## config.mk

```make
export PLATFORM = sky130hd
export DESIGN_NAME = rng_out_fifo
export DESIGN_NICKNAME = d
export VERILOG_FILES = /design/src/rtl/rng_pkg.sv /design/src/rtl/rng_fifo_mem.sv /design/src/rtl/rng_out_fifo.sv
export SDC_FILE = /design/constraint.sdc
export NUM_CORES = 1
export LEC_CHECK = 0
export ABC_AREA = 1
export CAP_MARGIN = 20
export CORE_MARGIN = 10
export CORE_UTILIZATION = 40
export CTS_BUF_LIST = sky130_fd_sc_hd__clkbuf_8
export DETAILED_ROUTE_END_ITERATION = 8
export GPL_ROUTABILITY_DRIVEN = 0
export PLACE_DENSITY = 0.64
export REMOVE_ABC_BUFFERS = 1
export SLEW_MARGIN = 5
export SYNTH_ARGS = -nofsm -noshare
export SYNTH_HDL_FRONTEND = slang
export SYNTH_SLANG_ARGS = --single-unit
```

## constraint.sdc

```tcl
create_clock -name clk -period 7.1 [get_ports clk]
set_input_delay 1.065 -clock clk [delete_from_list [all_inputs] [get_ports clk]]
set_output_delay 1.065 -clock clk [all_outputs]
set_load 0.01 [all_outputs]
```

## src/rtl/rng_pkg.sv

```systemverilog
// ---------------------------------------------------------------------------
// rng_pkg
// Definitions shared by the RNG output FIFO block:
//   - data widths of the RNG core word and of the bus-side read port
//   - number of bus words per stored entry
//   - capture FSM state encoding
//   - bus_slice(): selects one 32-bit word of a 128-bit entry
// ---------------------------------------------------------------------------
package rng_pkg;

  localparam int RNG_WORD_W      = 128;
  localparam int BUS_W           = 32;
  localparam int WORDS_PER_ENTRY = 4;

  typedef enum logic [1:0] {
    IDLE = 2'd0,
    ACK  = 2'd1,
    HOLD = 2'd2
  } cap_state_e;

  // Word 0 is bits [31:0], word 3 is bits [127:96].
  function automatic logic [BUS_W-1:0] bus_slice(
    input logic [RNG_WORD_W-1:0] entry,
    input logic [1:0]            idx
  );
    logic [BUS_W-1:0] word;
    case (idx)
      2'd0:    word = entry[31:0];
      2'd1:    word = entry[63:32];
      2'd2:    word = entry[95:64];
      2'd3:    word = entry[127:96];
      default: word = entry[31:0];
    endcase
    return word;
  endfunction

endpackage

```

## src/rtl/rng_fifo_mem.sv

```systemverilog
// ---------------------------------------------------------------------------
// rng_fifo_mem
// DEPTH x 128-bit register array: one synchronous write port, one
// combinational read port. Contents are intentionally not reset; the
// pointer/count logic in the parent guarantees unwritten entries are
// never read.
// Ports:
//   clk    in   clock
//   we     in   write enable
//   waddr  in   write address (AW bits)
//   wdata  in   write data (128 bits)
//   raddr  in   read address (AW bits)
//   rdata  out  read data (128 bits), combinational from raddr
// ---------------------------------------------------------------------------
module rng_fifo_mem
  import rng_pkg::*;
#(
  parameter int DEPTH = 4,
  parameter int AW    = 2
) (
  input  logic                  clk,
  input  logic                  we,
  input  logic [AW-1:0]         waddr,
  input  logic [RNG_WORD_W-1:0] wdata,
  input  logic [AW-1:0]         raddr,
  output logic [RNG_WORD_W-1:0] rdata
);

  logic [RNG_WORD_W-1:0] mem_r [DEPTH];

  // Storage write port.
  always_ff @(posedge clk) begin
    if (we) begin
      mem_r[waddr] <= wdata;
    end
  end

  assign rdata = mem_r[raddr];

endmodule

```

## src/rtl/rng_out_fifo.sv

```systemverilog
// ---------------------------------------------------------------------------
// rng_out_fifo
// Captures 128-bit words from the RNG core through a vld/rddone handshake,
// buffers them in a DEPTH-entry FIFO and serves them to the bus side as
// 32-bit reads (bits [31:0] first).
// Ports:
//   clk, rstn            clock, async active-low reset
//   fifo_en              enables capture of new words
//   flush                one-cycle pulse: empty FIFO, clear sticky flag
//   rngcore_dataout      128-bit word from the RNG core
//   rngcore_dataout_vld  level, held by the core until acknowledged
//   rngcore_rddone       one-cycle acknowledge to the core
//   rd_en                one-cycle bus read strobe
//   rd_data, rd_vld      read data and its one-cycle valid
//   thresh               word threshold for irq_level
//   level_words          32-bit words available (registered)
//   fifo_empty/fifo_full occupancy status
//   irq_level            level reached threshold (thresh != 0)
//   underflow            sticky: read attempted while empty
// ---------------------------------------------------------------------------
module rng_out_fifo
  import rng_pkg::*;
#(
  parameter int DEPTH = 4,
  parameter int AW    = 2
) (
  input  logic                  clk,
  input  logic                  rstn,
  input  logic                  fifo_en,
  input  logic                  flush,
  input  logic [RNG_WORD_W-1:0] rngcore_dataout,
  input  logic                  rngcore_dataout_vld,
  output logic                  rngcore_rddone,
  input  logic                  rd_en,
  output logic [BUS_W-1:0]      rd_data,
  output logic                  rd_vld,
  input  logic [AW+2:0]         thresh,
  output logic [AW+2:0]         level_words,
  output logic                  fifo_empty,
  output logic                  fifo_full,
  output logic                  irq_level,
  output logic                  underflow
);

  localparam logic [AW:0]   CNT_ZERO  = {(AW+1){1'b0}};
  localparam logic [AW:0]   CNT_ONE   = (AW+1)'(1'b1);
  localparam logic [AW:0]   CNT_FULL  = (AW+1)'(DEPTH);
  localparam logic [AW-1:0] PTR_ZERO  = {AW{1'b0}};
  localparam logic [AW-1:0] PTR_ONE   = AW'(1'b1);
  localparam logic [1:0]    LAST_WORD = 2'(WORDS_PER_ENTRY - 1);
  localparam logic [AW+2:0] LVL_ZERO  = {(AW+3){1'b0}};

  cap_state_e            state_r;
  logic                  rddone_r;
  logic [AW-1:0]         wr_ptr_r;
  logic [AW-1:0]         rd_ptr_r;
  logic [AW:0]           count_r;
  logic [1:0]            word_idx_r;
  logic [AW+2:0]         level_r;
  logic [BUS_W-1:0]      rd_data_r;
  logic                  rd_vld_r;
  logic                  underflow_r;

  logic [RNG_WORD_W-1:0] rd_entry_s;
  logic                  full_s;
  logic                  empty_s;
  logic                  push_s;
  logic                  rd_ok_s;
  logic                  pop_s;
  logic [AW:0]           count_nxt_s;
  logic [1:0]            word_idx_nxt_s;
  logic [AW+2:0]         level_nxt_s;
  logic [AW+2:0]         words_s;

  // Words are only ever partially consumed from a non-empty head entry,
  // so an empty FIFO is exactly count == 0.
  assign full_s  = (count_r == CNT_FULL);
  assign empty_s = (count_r == CNT_ZERO);
  assign words_s = {count_r, 2'b00} - {{(AW+1){1'b0}}, word_idx_r};

  // Captures only start from IDLE, so a vld still held for an already
  // acknowledged word (ACK/HOLD) can never be taken twice.
  assign push_s  = (state_r == IDLE) && fifo_en && rngcore_dataout_vld && !full_s && !flush;
  assign rd_ok_s = rd_en && !empty_s && !flush;
  assign pop_s   = rd_ok_s && (word_idx_r == LAST_WORD);

  // Next occupancy, word index and level.
  always_comb begin
    count_nxt_s    = count_r;
    word_idx_nxt_s = word_idx_r;
    case ({push_s, pop_s})
      2'b10:   count_nxt_s = count_r + CNT_ONE;
      2'b01:   count_nxt_s = count_r - CNT_ONE;
      default: count_nxt_s = count_r;
    endcase
    // Two-bit index wraps to 0 on the pop of the fourth word.
    if (rd_ok_s) begin
      word_idx_nxt_s = word_idx_r + 2'd1;
    end else begin
      word_idx_nxt_s = word_idx_r;
    end
    level_nxt_s = {count_nxt_s, 2'b00} - {{(AW+1){1'b0}}, word_idx_nxt_s};
  end

  // Capture handshake FSM; flush deliberately leaves it untouched.
  always_ff @(posedge clk or negedge rstn) begin
    if (!rstn) begin
      state_r  <= IDLE;
      rddone_r <= 1'b0;
    end else begin
      case (state_r)
        IDLE: begin
          if (push_s) begin
            state_r  <= ACK;
            rddone_r <= 1'b1;
          end else begin
            state_r  <= IDLE;
            rddone_r <= 1'b0;
          end
        end
        ACK: begin
          state_r  <= HOLD;
          rddone_r <= 1'b0;
        end
        HOLD: begin
          rddone_r <= 1'b0;
          if (!rngcore_dataout_vld) begin
            state_r <= IDLE;
          end else begin
            state_r <= HOLD;
          end
        end
        default: begin
          state_r  <= IDLE;
          rddone_r <= 1'b0;
        end
      endcase
    end
  end

  // Pointers, occupancy, read port and sticky flag.
  always_ff @(posedge clk or negedge rstn) begin
    if (!rstn) begin
      wr_ptr_r    <= PTR_ZERO;
      rd_ptr_r    <= PTR_ZERO;
      count_r     <= CNT_ZERO;
      word_idx_r  <= 2'd0;
      level_r     <= LVL_ZERO;
      rd_data_r   <= {BUS_W{1'b0}};
      rd_vld_r    <= 1'b0;
      underflow_r <= 1'b0;
    end else if (flush) begin
      // rd_data keeps its last value; everything else returns to empty.
      wr_ptr_r    <= PTR_ZERO;
      rd_ptr_r    <= PTR_ZERO;
      count_r     <= CNT_ZERO;
      word_idx_r  <= 2'd0;
      level_r     <= LVL_ZERO;
      rd_vld_r    <= 1'b0;
      underflow_r <= 1'b0;
    end else begin
      if (push_s) begin
        wr_ptr_r <= wr_ptr_r + PTR_ONE;
      end
      if (pop_s) begin
        rd_ptr_r <= rd_ptr_r + PTR_ONE;
      end
      count_r    <= count_nxt_s;
      word_idx_r <= word_idx_nxt_s;
      level_r    <= level_nxt_s;
      rd_vld_r   <= rd_ok_s;
      if (rd_ok_s) begin
        rd_data_r <= bus_slice(rd_entry_s, word_idx_r);
      end
      if (rd_en && empty_s) begin
        underflow_r <= 1'b1;
      end
    end
  end

  rng_fifo_mem #(
    .DEPTH (DEPTH),
    .AW    (AW)
  ) u_mem (
    .clk   (clk),
    .we    (push_s),
    .waddr (wr_ptr_r),
    .wdata (rngcore_dataout),
    .raddr (rd_ptr_r),
    .rdata (rd_entry_s)
  );

  assign rngcore_rddone = rddone_r;
  assign rd_data        = rd_data_r;
  assign rd_vld         = rd_vld_r;
  assign level_words    = level_r;
  assign underflow      = underflow_r;
  assign fifo_empty     = empty_s;
  assign fifo_full      = full_s;
  assign irq_level      = (thresh != LVL_ZERO) && (words_s >= thresh);

endmodule

```

==> out/metrics.cfg <==
[synthesis]
ys.flop_type=edfxtp_1
synth.cell_area_sq_um=24000
yosysTopAreaCell=edfxtp_1
yosys_warnings=0
synth_cells=2303
async_flop_share_pct=8.73
syn_area_per_cell_sq_um=10.4
yosys_register_bits=561
synth-seq-area-share_pct=69.2
synth_area_leaders=edfxtp_1 64%, nand2_1 15%, nand3_1 5.4%, dfrtp_1 5.1%, inv_1 4.8%
synth.distinct_cells=28
synth_top_area_share_pct=64.1
synth-edff-count=512

[final_layout]
layout-drive-gt1-share_pct=5.68
syn_to_final_growth_pct=16.8
final_cell_area_sq_um=28000
final_cell_mix=959 x nand2_1, 512 x edfxtp_1, 348 x inv_1, 261 x nand3_1, 180 x clkdlybuf4s50_1
instances_no_fill=3333
mostFrequentLayoutCell=nand2_1
nets=2635

[floorplan]
row_count=89
die_x_microns=265
ios=182
die-height_microns=265
core_area_sq_um=59200
die_area_sq_um=70200
start_util_pct=40.5

[power]
p_leak_nw=11.9
vdd_ir_drop_max_uv=106
power.density_nw_per_um2=257
power.share.clock_pct=35.5
seq_power_share_pct=53.8
power.switching_mw=1.77
combPwrFrac_pct=10.6
cell_internal_pwr_mw=5.43
totalPowerFinal_mw=7.20
power.share.switching_pct=24.6

[run_status]
status=completed

[clocking]
clk_path_buf_depth=3
h-tree-depth=3
root_buffer=clkbuf_8
cts_resized=0
cts_sinks=561
cts_hold_buf=0
numCtsBuffers=91
cts_setup_buffers=0
worstSkewPairLatency_ps=690
cts_tree=done
clkTransAtPathRegs_ps=60

[worst_setup_path]
reg2reg_depth=14
end_kind=primary output
critPathLaunch=level_words[0]
critical_path_arrival_ps=4440
r2r-start=count_r[1]
cp-start-kind=register
crit_fanout=34
worstSetupPathType=register to primary output
rrSetupSlack_ps=3670
cp.required_ps=6030
setup.worst_path.end=irq_level
r2r_end=level_words[4]

[drt]
drt_iter0_drc=1016
vias=15900
drc=0
routed_wl_microns=57500
ant_nets=0
viasPerCell=4.78
first_pass_iters=5
wl_per_cell_microns=17.3

[global_route]
antenna_found_initial=15
grt_usage_pct=16.3
grt_pass1_vias=15600
grt_pass1_wl_microns=88600
grt_max_degree=199
overflow=0

[timing]
hold_viol_final=0
max-slew-margin-rel_pct=29.1
fin_crit_ps=5500
tightest_slew_ps=1060
fin_skew_ps=39.8
holdWs_ps=454
period_share_pct=77.5
setup_viol=0
fmax_mhz=182
rsz0062_at_grt=no
timing.final.ws_setup_ps=1600
finalMaxSlewViolations=0

[place]
dpl_cell_area_sq_um=26300
place_ws_ps=2180
hpwl_microns=29800
dp_cells=3158
portBuffers=181

[min_path]
hp-class=register to register
hold_path.startpoint=state_r[1]

[flow_run]
maxCapViolCount=0

-- routing by layer --
layer	up-vias	track usage, %	wire length, microns
li1	7769	-	-
met2	396	27.4	27700
met3	108	4.20	3810
met4	18	6.55	1410
met5	-	0	122
met1	7648	19.7	24500
-- sequential cells by signal (all words and copies together), names as in the netlist, 2 cells and up --
signal / count
u_mem.mem_r: 512
rd_data: 32
level_words: 5
count_r: 3
rd_ptr_r: 2
state_r: 2
wr_ptr_r: 2
-- how the worst min path moves through the flow --
| stage | slack [ps] | depth (start not counted) | endpoint |
|---|---|---|---|
| after detailed placement | 450 | 1 | state_r[1] |
| after global routing | 480 | 1 | state_r[1] |
| after floorplan | 420 | 1 | state_r[1] |
| after CTS | 460 | 1 | state_r[1] |
| final | 450 | 1 | state_r[1] |
| after global placement | 440 | 1 | state_r[1] |
-- per-stage QoR --
stage | utilization (%) | setup TNS (ps)
final | 47.3 | 0
after global routing | 47.3 | 0
after CTS | 47.2 | 0
after detailed placement | 44.4 | 0
after global placement | 44.4 | 0
after floorplan | - | -206570
-- cells by family (layout without fill, tap and decap cells) --
family                   count (synthesis)  after routing  share of synthesized area [%]
AND/OR/NAND/NOR                       1247           1247                           21.0
XOR/XNOR                                 6              6                          0.219
other                                    0              6                              0
adder cells (fa/ha/maj)                 16             16                          0.866
AO/OA/AOI/OAI                           44             44                          0.928
buffers and inverters                  429            680                           7.83
flip-flops                             561            561                           69.2
-- critical path, stage by stage (launching register included) --
cell and delay (ps):
dfrtp_1 440, inv_1 180, ha_2 840, inv_2 660, nand2_1 240, xor2_1 170
ha_1 270, a21oi_1 120, o21ai_0 90, a211oi_1 200, nor2_1 60, clkdlybuf4s50_1 490
-- synthesized netlist by cell type, drive strengths merged (4+ instances only) --
| cell type | n |
|---|---|
| nand2 | 961 |
| edfxtp | 512 |
| inv | 315 |
| nand3 | 261 |
| buf | 87 |
| dfrtp | 49 |
| o21ai | 39 |
| clkbuf | 23 |
| nor2 | 21 |
| ha | 15 |
| a21oi | 4 |
| clkinv | 4 |
| xor2 | 4 |
-- power by group through the flow --
stage | logic, mW | clock network (mW) | registers (mW)
floorplan | 0.297 | 0 | 3.96
global placement | 0.761 | 0 | 3.94
detailed placement | 0.775 | 0 | 3.95
CTS | 0.779 | 2.63 | 3.88
global route | 0.850 | 2.80 | 3.89
finish | 0.767 | 2.56 | 3.88
-- cell type report --
class | count | area [sq um]
multi-input combinational | 1313 | 5550
timing repair buffer | 194 | 2010
clock inverter | 72 | 359
clock buffer | 95 | 1310
fill | 5325 | 31200
tap | 773 | 967
sequential | 561 | 16600
antenna | 6 | 15.0
inverter | 319 | 1210
Power figures use the tool's default switching activity.
